## config.mk

```make
export PLATFORM = sky130hd
export DESIGN_NAME = pet_bank_decoder
export DESIGN_NICKNAME = d
export VERILOG_FILES = /design/src/rtl/pet_bank_decoder.sv
export SDC_FILE = /design/constraint.sdc
export NUM_CORES = 1
export LEC_CHECK = 0
export CAP_MARGIN = 20
export CORE_AREA = 10 10 65 81
export CTS_CLUSTER_DIAMETER = 150
export DETAILED_ROUTE_END_ITERATION = 7
export DIE_AREA = 0 0 75 91
export PLACE_DENSITY = 0.76
export SYNTH_ARGS = -nofsm -noshare
export SYNTH_HDL_FRONTEND = slang
export SYNTH_SLANG_ARGS = --single-unit
```

## constraint.sdc

```tcl
create_clock -name clk_i -period 1.9 [get_ports clk_i]
set_input_delay 0.38 -clock clk_i [delete_from_list [all_inputs] [get_ports clk_i]]
set_output_delay 0.38 -clock clk_i [all_outputs]
set_load 0.1 [all_outputs]
```

## src/rtl/pet_bank_decoder.sv

```systemverilog
// pet_bank_decoder
//   Registered PET memory-map decoder with 8096-style 64 KB expansion banking.
//   The address is sampled on strobe_i. Chip selects and the translated
//   physical RAM address appear one clock later, qualified by valid_o.
//
// Ports
//   clk_i, reset_i      clock and synchronous active-high reset
//   strobe_i            one-cycle request; addr_i, rw_b_i and data_i are valid
//   addr_i              bus address; bit 16 set selects host direct access
//   rw_b_i              1 = read, 0 = write
//   data_i              write data, used only by the control register at $FFF0
//   valid_o             one-cycle pulse, decode outputs valid
//   ram_en_o            RAM array selected (RAM, VRAM, ROM, expansion, host)
//   ram_addr_o          physical RAM address
//   is_mirrored_o       VRAM region
//   is_readonly_o       write-protected region
//   wr_inhibit_o        write to a write-protected region; suppress the RAM write
//   magic_en_o          $E800-$E80F
//   io_en_o             any $E810-$E8FF access
//   io_sel_o            one-hot device select (PIA1, PIA2, VIA, CRTC)
//   ctrl_o              current expansion control register
//   ctrl_wr_o           pulse: control register written
module pet_bank_decoder #(
  parameter int ADDR_WIDTH  = 17,
  parameter int IO_CHANNELS = 4,
  parameter int EXP_EN      = 1
) (
  input  logic                   clk_i,
  input  logic                   reset_i,
  input  logic                   strobe_i,
  input  logic [ADDR_WIDTH-1:0]  addr_i,
  input  logic                   rw_b_i,
  input  logic [7:0]             data_i,
  output logic                   valid_o,
  output logic                   ram_en_o,
  output logic [ADDR_WIDTH-1:0]  ram_addr_o,
  output logic                   is_mirrored_o,
  output logic                   is_readonly_o,
  output logic                   wr_inhibit_o,
  output logic                   magic_en_o,
  output logic                   io_en_o,
  output logic [IO_CHANNELS-1:0] io_sel_o,
  output logic [7:0]             ctrl_o,
  output logic                   ctrl_wr_o
);

  localparam logic [ADDR_WIDTH-1:0] CTRL_ADDR = ADDR_WIDTH'(17'h0FFF0);

  logic [15:0]           a;
  logic                  host;
  logic                  in_low;
  logic                  in_vram;
  logic                  in_magic;
  logic                  in_io;
  logic                  in_peek_io;
  logic                  exp_hit;
  logic [1:0]            bank;
  logic [1:0]            io_ch;
  logic                  ctrl_hit;

  logic                  ram_en_d;
  logic [ADDR_WIDTH-1:0] ram_addr_d;
  logic                  mirr_d;
  logic                  ro_d;
  logic                  magic_d;
  logic                  io_d;
  logic [IO_CHANNELS-1:0] io_sel_d;

  logic                  vld_p0;
  logic                  ram_en_p0;
  logic [ADDR_WIDTH-1:0] ram_addr_p0;
  logic                  mirr_p0;
  logic                  ro_p0;
  logic                  wr_inh_p0;
  logic                  magic_p0;
  logic                  io_p0;
  logic [IO_CHANNELS-1:0] io_sel_p0;
  logic [7:0]            ctrl_p0;
  logic                  ctrl_wr_p0;

  assign a    = addr_i[15:0];
  assign host = addr_i[16];

  // Region predicates on the 16-bit CPU address.
  assign in_low     = ~a[15];
  assign in_vram    = (a[15:12] == 4'h8);
  assign in_magic   = (a[15:4] == 12'hE80);
  assign in_io      = (a[15:8] == 8'hE8) && !in_magic;
  assign in_peek_io = (a[15:11] == 5'b11101);   // $E800-$EFFF

  // Banked window covers the whole upper 32 KB except the peek-through holes.
  assign exp_hit = (EXP_EN != 0) && ctrl_p0[7] && !host && a[15]
                   && !(ctrl_p0[5] && in_vram)
                   && !(ctrl_p0[6] && in_peek_io);

  assign bank = a[14] ? {ctrl_p0[3], 1'b1} : {ctrl_p0[2], 1'b0};

  // Device number is the highest set bit of A[7:4]; in_io guarantees one is set.
  assign io_ch = a[7] ? 2'd3 : a[6] ? 2'd2 : a[5] ? 2'd1 : 2'd0;

  assign ctrl_hit = (EXP_EN != 0) && !rw_b_i && (addr_i == CTRL_ADDR);

  always_comb begin
    ram_en_d   = 1'b0;
    ram_addr_d = addr_i;
    mirr_d     = 1'b0;
    ro_d       = 1'b0;
    magic_d    = 1'b0;
    io_d       = 1'b0;
    io_sel_d   = '0;
    if (host) begin
      ram_en_d = 1'b1;
    end else if (exp_hit) begin
      ram_en_d   = 1'b1;
      ram_addr_d = ADDR_WIDTH'({1'b1, bank, a[13:0]});
      ro_d       = a[14] ? ctrl_p0[1] : ctrl_p0[0];
    end else if (in_low) begin
      ram_en_d = 1'b1;
    end else if (in_vram) begin
      ram_en_d = 1'b1;
      mirr_d   = 1'b1;
    end else if (in_magic) begin
      magic_d = 1'b1;
    end else if (in_io) begin
      io_d = 1'b1;
      // Channels beyond IO_CHANNELS have no select bit and stay deselected.
      for (int i = 0; i < IO_CHANNELS; i++) begin
        if (io_ch == 2'(i)) io_sel_d[i] = 1'b1;
      end
    end else begin
      ram_en_d = 1'b1;
      ro_d     = 1'b1;
    end
  end

  // Stage p0: decode registers; the ctrl write takes effect after this decode.
  always_ff @(posedge clk_i) begin
    if (reset_i) begin
      vld_p0      <= 1'b0;
      ctrl_wr_p0  <= 1'b0;
      ctrl_p0     <= 8'h00;
      ram_en_p0   <= 1'b0;
      ram_addr_p0 <= '0;
      mirr_p0     <= 1'b0;
      ro_p0       <= 1'b0;
      wr_inh_p0   <= 1'b0;
      magic_p0    <= 1'b0;
      io_p0       <= 1'b0;
      io_sel_p0   <= '0;
    end else begin
      vld_p0     <= strobe_i;
      ctrl_wr_p0 <= strobe_i && ctrl_hit;
      if (strobe_i) begin
        ram_en_p0   <= ram_en_d;
        ram_addr_p0 <= ram_addr_d;
        mirr_p0     <= mirr_d;
        ro_p0       <= ro_d;
        wr_inh_p0   <= !rw_b_i && ro_d;
        magic_p0    <= magic_d;
        io_p0       <= io_d;
        io_sel_p0   <= io_sel_d;
        if (ctrl_hit) ctrl_p0 <= data_i;
      end
    end
  end

  assign valid_o       = vld_p0;
  assign ram_en_o      = ram_en_p0;
  assign ram_addr_o    = ram_addr_p0;
  assign is_mirrored_o = mirr_p0;
  assign is_readonly_o = ro_p0;
  assign wr_inhibit_o  = wr_inh_p0;
  assign magic_en_o    = magic_p0;
  assign io_en_o       = io_p0;
  assign io_sel_o      = io_sel_p0;
  assign ctrl_o        = ctrl_p0;
  assign ctrl_wr_o     = ctrl_wr_p0;

endmodule

```

==> out/results.tsv, run 1 <==
stage	metric	value	unit
run_status	status	completed	
min_path	WHS Endpoint	wr_inhibit_o	
finish	final core occ	65.24	%
route	routed vias/inst	5.189	
min_path	Hold WC Path Type	flop to flop	
finish	multi-input logic area	719.4	µm²
setup_path	Req. time, crit path	2130	ps
synth	Yosys cell types	35	
timing	crit share post-route	94.94	%
timing	Worst Max-Slew Pin Slew	570.7	ps
timing	Final Critical Period	1804	ps
clocking	CTS tree	yes	
placed_design	dpl hpwl	3.732	mm
setup_path	reg2reg setup slack	370	ps
timing	fmax	0.5543	GHz
route	Routed wire per std cell	16.33	µm
synth	Synth top area share	49.66	%
clocking	Clock transition at path regs	70	ps
timing	hold_ws	456.4	ps
pwr	worst vdd ir	0.4709	mV
finish	Area Overhead vs Synth	62.84	%
clocking	H-tree lvl count	2	
synth	area leader, netlist	dfxtp_1	
min_path	worst hold path depth	2	
clocking	CTS max path bufs	2	
clocking	latest clock arrival within the worst-skew pair	280	ps
route	DRT Wirelength	4.653	mm
finish	Nets	274	
die	Initial Util	40.07	%
synth	Synth area leaders	dfxtp_1 (50%), mux2i_1 (11%), nor2_1 (5.3%)	
die	Die Wd	75	µm
setup_path	FF-to-FF End	io_sel_o[2]	
timing	Post-Route Setup TNS	0	ps
timing	Slew headroom	61.81	%
synth	Syn Inst Count	155	
clocking	hold buffers post-CTS	0	
synth	register bit count reported by yosys	37	
clocking	CTS root buf	clkbuf_8	
flow_run	max-cap violation count	0	
grt	vias in the first global route	1528	
placed_design	I/O Buffers	65	
die	Vert. Die Dim	91	µm
grt	GRT Total Usage	14.30	%
pwr	Leakage	1.057	nW
setup_path	worst r2r src	ctrl_o[5]	
synth	Syn Area/Cell	9.622	µm²
synth	Post-Syn Area	1491	µm²
route	antenna viol nets, final	0	
pwr	P per Cell Area	730.5	nW/µm²
grt	first-pass GRT wire length	7.548	mm
synth	Syn Nets	184	
timing	Clock Skew	4.095	ps
grt	initial antenna violation count	0	
die	Site Rows	25	
synth	Ys Warns	0	
grt	GR Overflow Total	0	
clocking	CTS Buf Count	5	
clocking	clock sinks	37	
placed_design	GP Congestion	0.7700	
setup_path	Worst Setup End Kind	flop	
setup_path	Setup crit start kind	input port	
finish	share of cells above drive strength 1	32.24	%
route	Post-route DRC	0	
pwr	Power Total	1.774	mW
route	Vias	1479	
finish	FF+latch area	742.0	µm²
finish	fillcell total	312	
finish	# diodes	0	
timing	Final Hold Violating Endpoints	0	
die	die area	6825	µm²
clocking	# resized after CTS	0	
route	DRT iter0 DRCs	100	
timing	Finish-stage setup viols	0	
min_path	Hold Path Origin	wr_inhibit_o	
setup_path	crit path max fanout	5	
grt	largest net degree at the start of global routing	13	
clocking	postcts setup bufs	0	
timing	RSZ-0062 raised after global routing	no	
die	placeable core area	3722	µm²
die	io pins	66	
setup_path	critical path class	input port to flop	
setup_path	worst reg2reg path depth	4	
timing	Slew Limit Fails	0	
setup_path	crit path DAT	2040	ps
route	1st-pass router iterations	4	
synth	Seq/Total Area, Yosys	49.66	%
==> where the power goes <==
group / switching [mW] / internal [mW] / leakage (nW)
Clock: 0.254 / 0.287 / 0.0443
Sequential: 0.0132 / 0.801 / 0.303
Combinational: 0.273 / 0.145 / 0.710
==> synth_stat cells <==
master,count
a211oi_1,1
a21oi_1,10
a22o_1,3
a311oi_1,1
a32o_1,2
a32o_2,1
and2b_2,1
and3_1,1
and4b_1,1
and4b_4,1
buf_1,1
buf_2,1
clkbuf_1,7
dfxtp_1,37
inv_1,2
mux2_2,2
mux2i_1,16
nand2_1,2
nand2b_1,4
nand3_1,9
nand3b_1,1
nand4_1,2
nand4b_1,3
nor2_1,21
nor2b_1,2
nor3_1,6
nor3_4,1
nor4_1,1
nor4bb_1,1
o2111ai_1,1
o211ai_1,1
o21ai_0,9
o31ai_1,1
or3_1,1
or4b_1,1
==> kinds of logic after synthesis <==
family / synth area share (%)
buf+inv: 2.852
compound gates: 12.92
simple gates: 22.32
mux: 12.25
flops: 49.66
==> final cells by class <==
type | instances | area share, %
timing repair buffer | 92 | 33.90
sequential | 37 | 30.55
multi-input combinational | 107 | 29.62
clock buffer | 7 | 3.555
tap | 40 | 2.061
inverter | 2 | 0.3091
==> metrics by stage <==
step | area (µm²) | setup slack, ps | instances
after detailed placement | 2331 | -201.2 | 278
after CTS | 2417 | 101.5 | 285
after global routing | 2429 | 14.96 | 285
final | 2429 | 96.06 | 285
after floorplan | 1493 | 30.87 | 155
after global placement | 2331 | -172.8 | 278
==> worst max-delay path, stage by stage <==
cell and delay, ps:
clkdlybuf4s50_1 430, or4b_1 550, and4b_4 230, nor3_4 240, a32o_2 200
==> metal layers <==
layer  global-route usage, %  routed length [µm]  up-vias
met5                       0                   0        -
met2                   23.87                2394       46
met3                   3.922                 291        9
met1                   15.35                1820      684
met4                   8.544                 147        0
li1                        -                   -      740
==> worst max path at each step <==
stage / startpoint / to / slack [ps]
after floorplan: ctrl_o[6] / is_readonly_o / 30
after global placement: addr_i[12] / io_sel_o[2] / -170
after detailed placement: addr_i[12] / io_sel_o[2] / -200
after CTS: addr_i[12] / io_sel_o[2] / 100
after global routing: addr_i[12] / io_sel_o[0] / 10
final: addr_i[12] / io_sel_o[2] / 100
==> cells in the final DEF (no fill, tap or decap), types with 2 or more instances in the layout <==
cell type and instances:
a21oi_1 10, a22o_1 3, a32o_1 2, buf_12 5, buf_4 59, clkbuf_8 6, clkdlybuf4s50_1 28, dfxtp_1 36
inv_1 2, mux2_2 2, mux2i_1 16, nand2_1 2, nand2b_1 4, nand3_1 9, nand4_1 2, nand4b_1 3
nor2_1 21, nor2b_1 2, nor3_1 6, o21ai_0 9
==> registers in the layout (all words and copies together), names as in the netlist <==
name and count:
magic_en_o 1, is_mirrored_o 1, is_readonly_o 1, ram_addr_o 17, wr_inhibit_o 1, ctrl_o 8
valid_o 1, io_en_o 1, ctrl_wr_o 1, io_sel_o 4, ram_en_o 1
(Power assumes the default switching activity.)
==> run 2, diff against run 1 <==
--- a/config.mk
+++ b/config.mk
@@ -10,7 +10,9 @@
 export CTS_CLUSTER_DIAMETER = 150
 export DETAILED_ROUTE_END_ITERATION = 7
 export DIE_AREA = 0 0 75 91
+export GPL_ROUTABILITY_DRIVEN = 0
 export PLACE_DENSITY = 0.76
+export SKIP_CTS_REPAIR_TIMING = 1
 export SYNTH_ARGS = -nofsm -noshare
 export SYNTH_HDL_FRONTEND = slang
 export SYNTH_SLANG_ARGS = --single-unit
==> results of run 2 <==
No change in the layout: final DEF, timing and power equal those of run 1.
==> run 3, diff against run 2 <==
--- a/config.mk
+++ b/config.mk
@@ -11,6 +11,7 @@
 export DETAILED_ROUTE_END_ITERATION = 7
 export DIE_AREA = 0 0 75 91
 export GPL_ROUTABILITY_DRIVEN = 0
+export GPL_TIMING_DRIVEN = 0
 export PLACE_DENSITY = 0.76
 export SKIP_CTS_REPAIR_TIMING = 1
 export SYNTH_ARGS = -nofsm -noshare
==> run 3 against run 2 <==
  * Utilization shrank 0.54 points
  * Sequential power is essentially flat
  * Highest routed layer unchanged
  * Global-route usage shrank 0.22 points
  * Design area shrank 0.82%
  * Non-clock buffer count shrank 21
  * Maximum frequency shrank 1.1%
  * First-iteration DRC count grew 21%
  * Critical path type is now flop to output port
  * Register-to-register slack gained 20 ps
  * Clock power grew 11%
==> out/results.tsv, run 3 (same netlist as run 1, synthesis figures left out) <==
stage	metric	value	unit
run_status	status	completed	
setup_path	Crit path max-delay family	buffers and inverters	
pwr	power share of the combinational group	21.8	%
timing	Worst Slack Setup Final	76.28	ps
route	1st-pass router iterations	4	
pwr	switch share	30.93	%
grt	GRT Total Usage	14.08	%
die	die area	6825	µm²
finish	most frequent cells in the layout	dlymetal6s2s_1 (40), dfxtp_1 (36), clkdlybuf4s50_1 (23), nor2_1 (21), mux2i_1 (15)	
clocking	H-tree lvl count	2	
timing	Final Hold Violating Endpoints	0	
grt	first-pass GRT wire length	7.410	mm
finish	fin cells	265	
pwr	worst vdd ir	0.5578	mV
setup_path	reg2reg setup slack	390	ps
pwr	Net Sw Power	0.5600	mW
timing	crit share post-route	95.99	%
finish	Largest register FFs	17	
grt	vias in the first global route	1406	
clocking	Clock transition at path regs	70	ps
pwr	Power Total	1.811	mW
finish	Nets	253	
setup_path	crit-path cells	dlymetal6s2s_1	
timing	Slew headroom	32.33	%
route	DRT Wirelength	4.649	mm
timing	RSZ-0062 raised after global routing	no	
setup_path	Worst Setup End Kind	output port	
setup_path	slowest CP cell	dlymetal6s2s_1	
timing	Finish-stage setup viols	0	
timing	Final Critical Period	1824	ps
setup_path	Req. time, crit path	1520	ps
route	DRT iter0 DRCs	121	
flow_run	max-cap violation count	0	
grt	initial antenna violation count	0	
clocking	CTS max path bufs	2	
route	routed vias/inst	5.343	
pwr	Reg power frac	44.8	%
clocking	CTS tree	yes	
setup_path	worst setup path end	ctrl_o[7]	
clocking	latest clock arrival within the worst-skew pair	290	ps
die	Vert. Die Dim	91	µm
placed_design	I/O Buffers	63	
die	Site Rows	25	
setup_path	CP peak stage delay	770	ps
finish	final core occ	64.71	%
die	io pins	66	
setup_path	Setup crit start kind	flop	
die	Initial Util	40.07	%
pwr	Leakage	1.513	nW
clocking	CTS Buf Count	5	
setup_path	crit path max fanout	4	
route	antenna viol nets, final	0	
min_path	Hold WC Path Type	input port to flop	
setup_path	start point of the critical path	ctrl_o[7]	
die	placeable core area	3722	µm²
placed_design	dpl hpwl	3.517	mm
setup_path	worst reg2reg path depth	4	
setup_path	worst r2r src	ctrl_o[5]	
route	Routed wire per std cell	17.54	µm
finish	commonest non-fill, non-tap cell in the layout	dlymetal6s2s_1	
clocking	clock sinks	37	
setup_path	FF-to-FF End	io_sel_o[0]	
placed_design	DP Worst Slack	-438.8	ps
timing	hold_ws	440.9	ps
finish	share of cells above drive strength 1	11.11	%
setup_path	CP bufs+invs	1	
setup_path	critical path class	flop to output port	
pwr	P per Cell Area	751.8	nW/µm²
placed_design	Inst Count DP	258	
pwr	internal power	1.251	mW
route	Post-route DRC	0	
die	Die Wd	75	µm
timing	fmax	0.5483	GHz
pwr	clock power share	33.4	%
finish	Area Overhead vs Synth	61.49	%
finish	# diodes	0	
timing	Slew Limit Fails	0	
setup_path	crit path DAT	1440	ps
timing	Clock Skew	2.889	ps
timing	Worst Max-Slew Pin Slew	1013	ps
grt	GR Overflow Total	0	
route	Vias	1416	
grt	largest net degree at the start of global routing	12	
setup_path	WP depth	1	
clocking	CTS root buf	clkbuf_8	
-- run 3: cell count changes in the layout (fill, tap and decap cells not counted), moves of 5 or more --
cell	change
buf_4	-58
dlymetal6s2s_1	+40
clkbuf_1	+5
clkdlybuf4s50_1	-5
buf_12	-5
-- run 3: through the flow --
step / setup TNS [ps] / area [µm²]
floorplan: 0 / 1493
global placement: -7972 / 2173
detailed placement: -8664 / 2173
CTS: -11010 / 2275
global route: 0 / 2409
finish: 0 / 2409
-- run 3: per-layer routing --
| metal | GRT usage (%) | routed length [µm] | vias up |
|---|---|---|---|
| met5 | 0 | 0 | - |
| met4 | 6.013 | 130 | 0 |
| met3 | 5.338 | 307 | 11 |
| met2 | 22.29 | 2386 | 40 |
| met1 | 16.28 | 1825 | 667 |
| li1 | - | - | 698 |
-- run 3: power by group through the flow --
stage | Clock (mW) | Sequential, mW | Combinational, mW
floorplan | 0 | 1.01 | 0.0709
detailed placement | 0 | 0.830 | 0.393
CTS | 0.616 | 0.813 | 0.395
finish | 0.604 | 0.811 | 0.395
global placement | 0 | 0.829 | 0.393
global route | 0.657 | 0.814 | 0.415
-- run 3: layout make-up --
type | instances | area [µm²]
inverters | 2 | 7.507
flip-flops and latches | 37 | 742.0
fillers | 321 | 1314
clock buffers | 7 | 96.34
plain buffers | 7 | 27.53
clock inverters | 1 | 5.005
multi-input cells | 107 | 742.0
repair buffers | 64 | 738.2
well taps | 40 | 50.05
-- run 3: worst min path at each step --
stage,from,slack (ps),end,cells past startpoint
5_1_grt,strobe_i,480,valid_o,3
3_5_place_dp,wr_inhibit_o,450,wr_inhibit_o,2
2_1_floorplan,rw_b_i,490,wr_inhibit_o,1
3_3_place_gp,wr_inhibit_o,440,wr_inhibit_o,2
6_report,strobe_i,440,valid_o,3
4_1_cts,strobe_i,440,valid_o,3
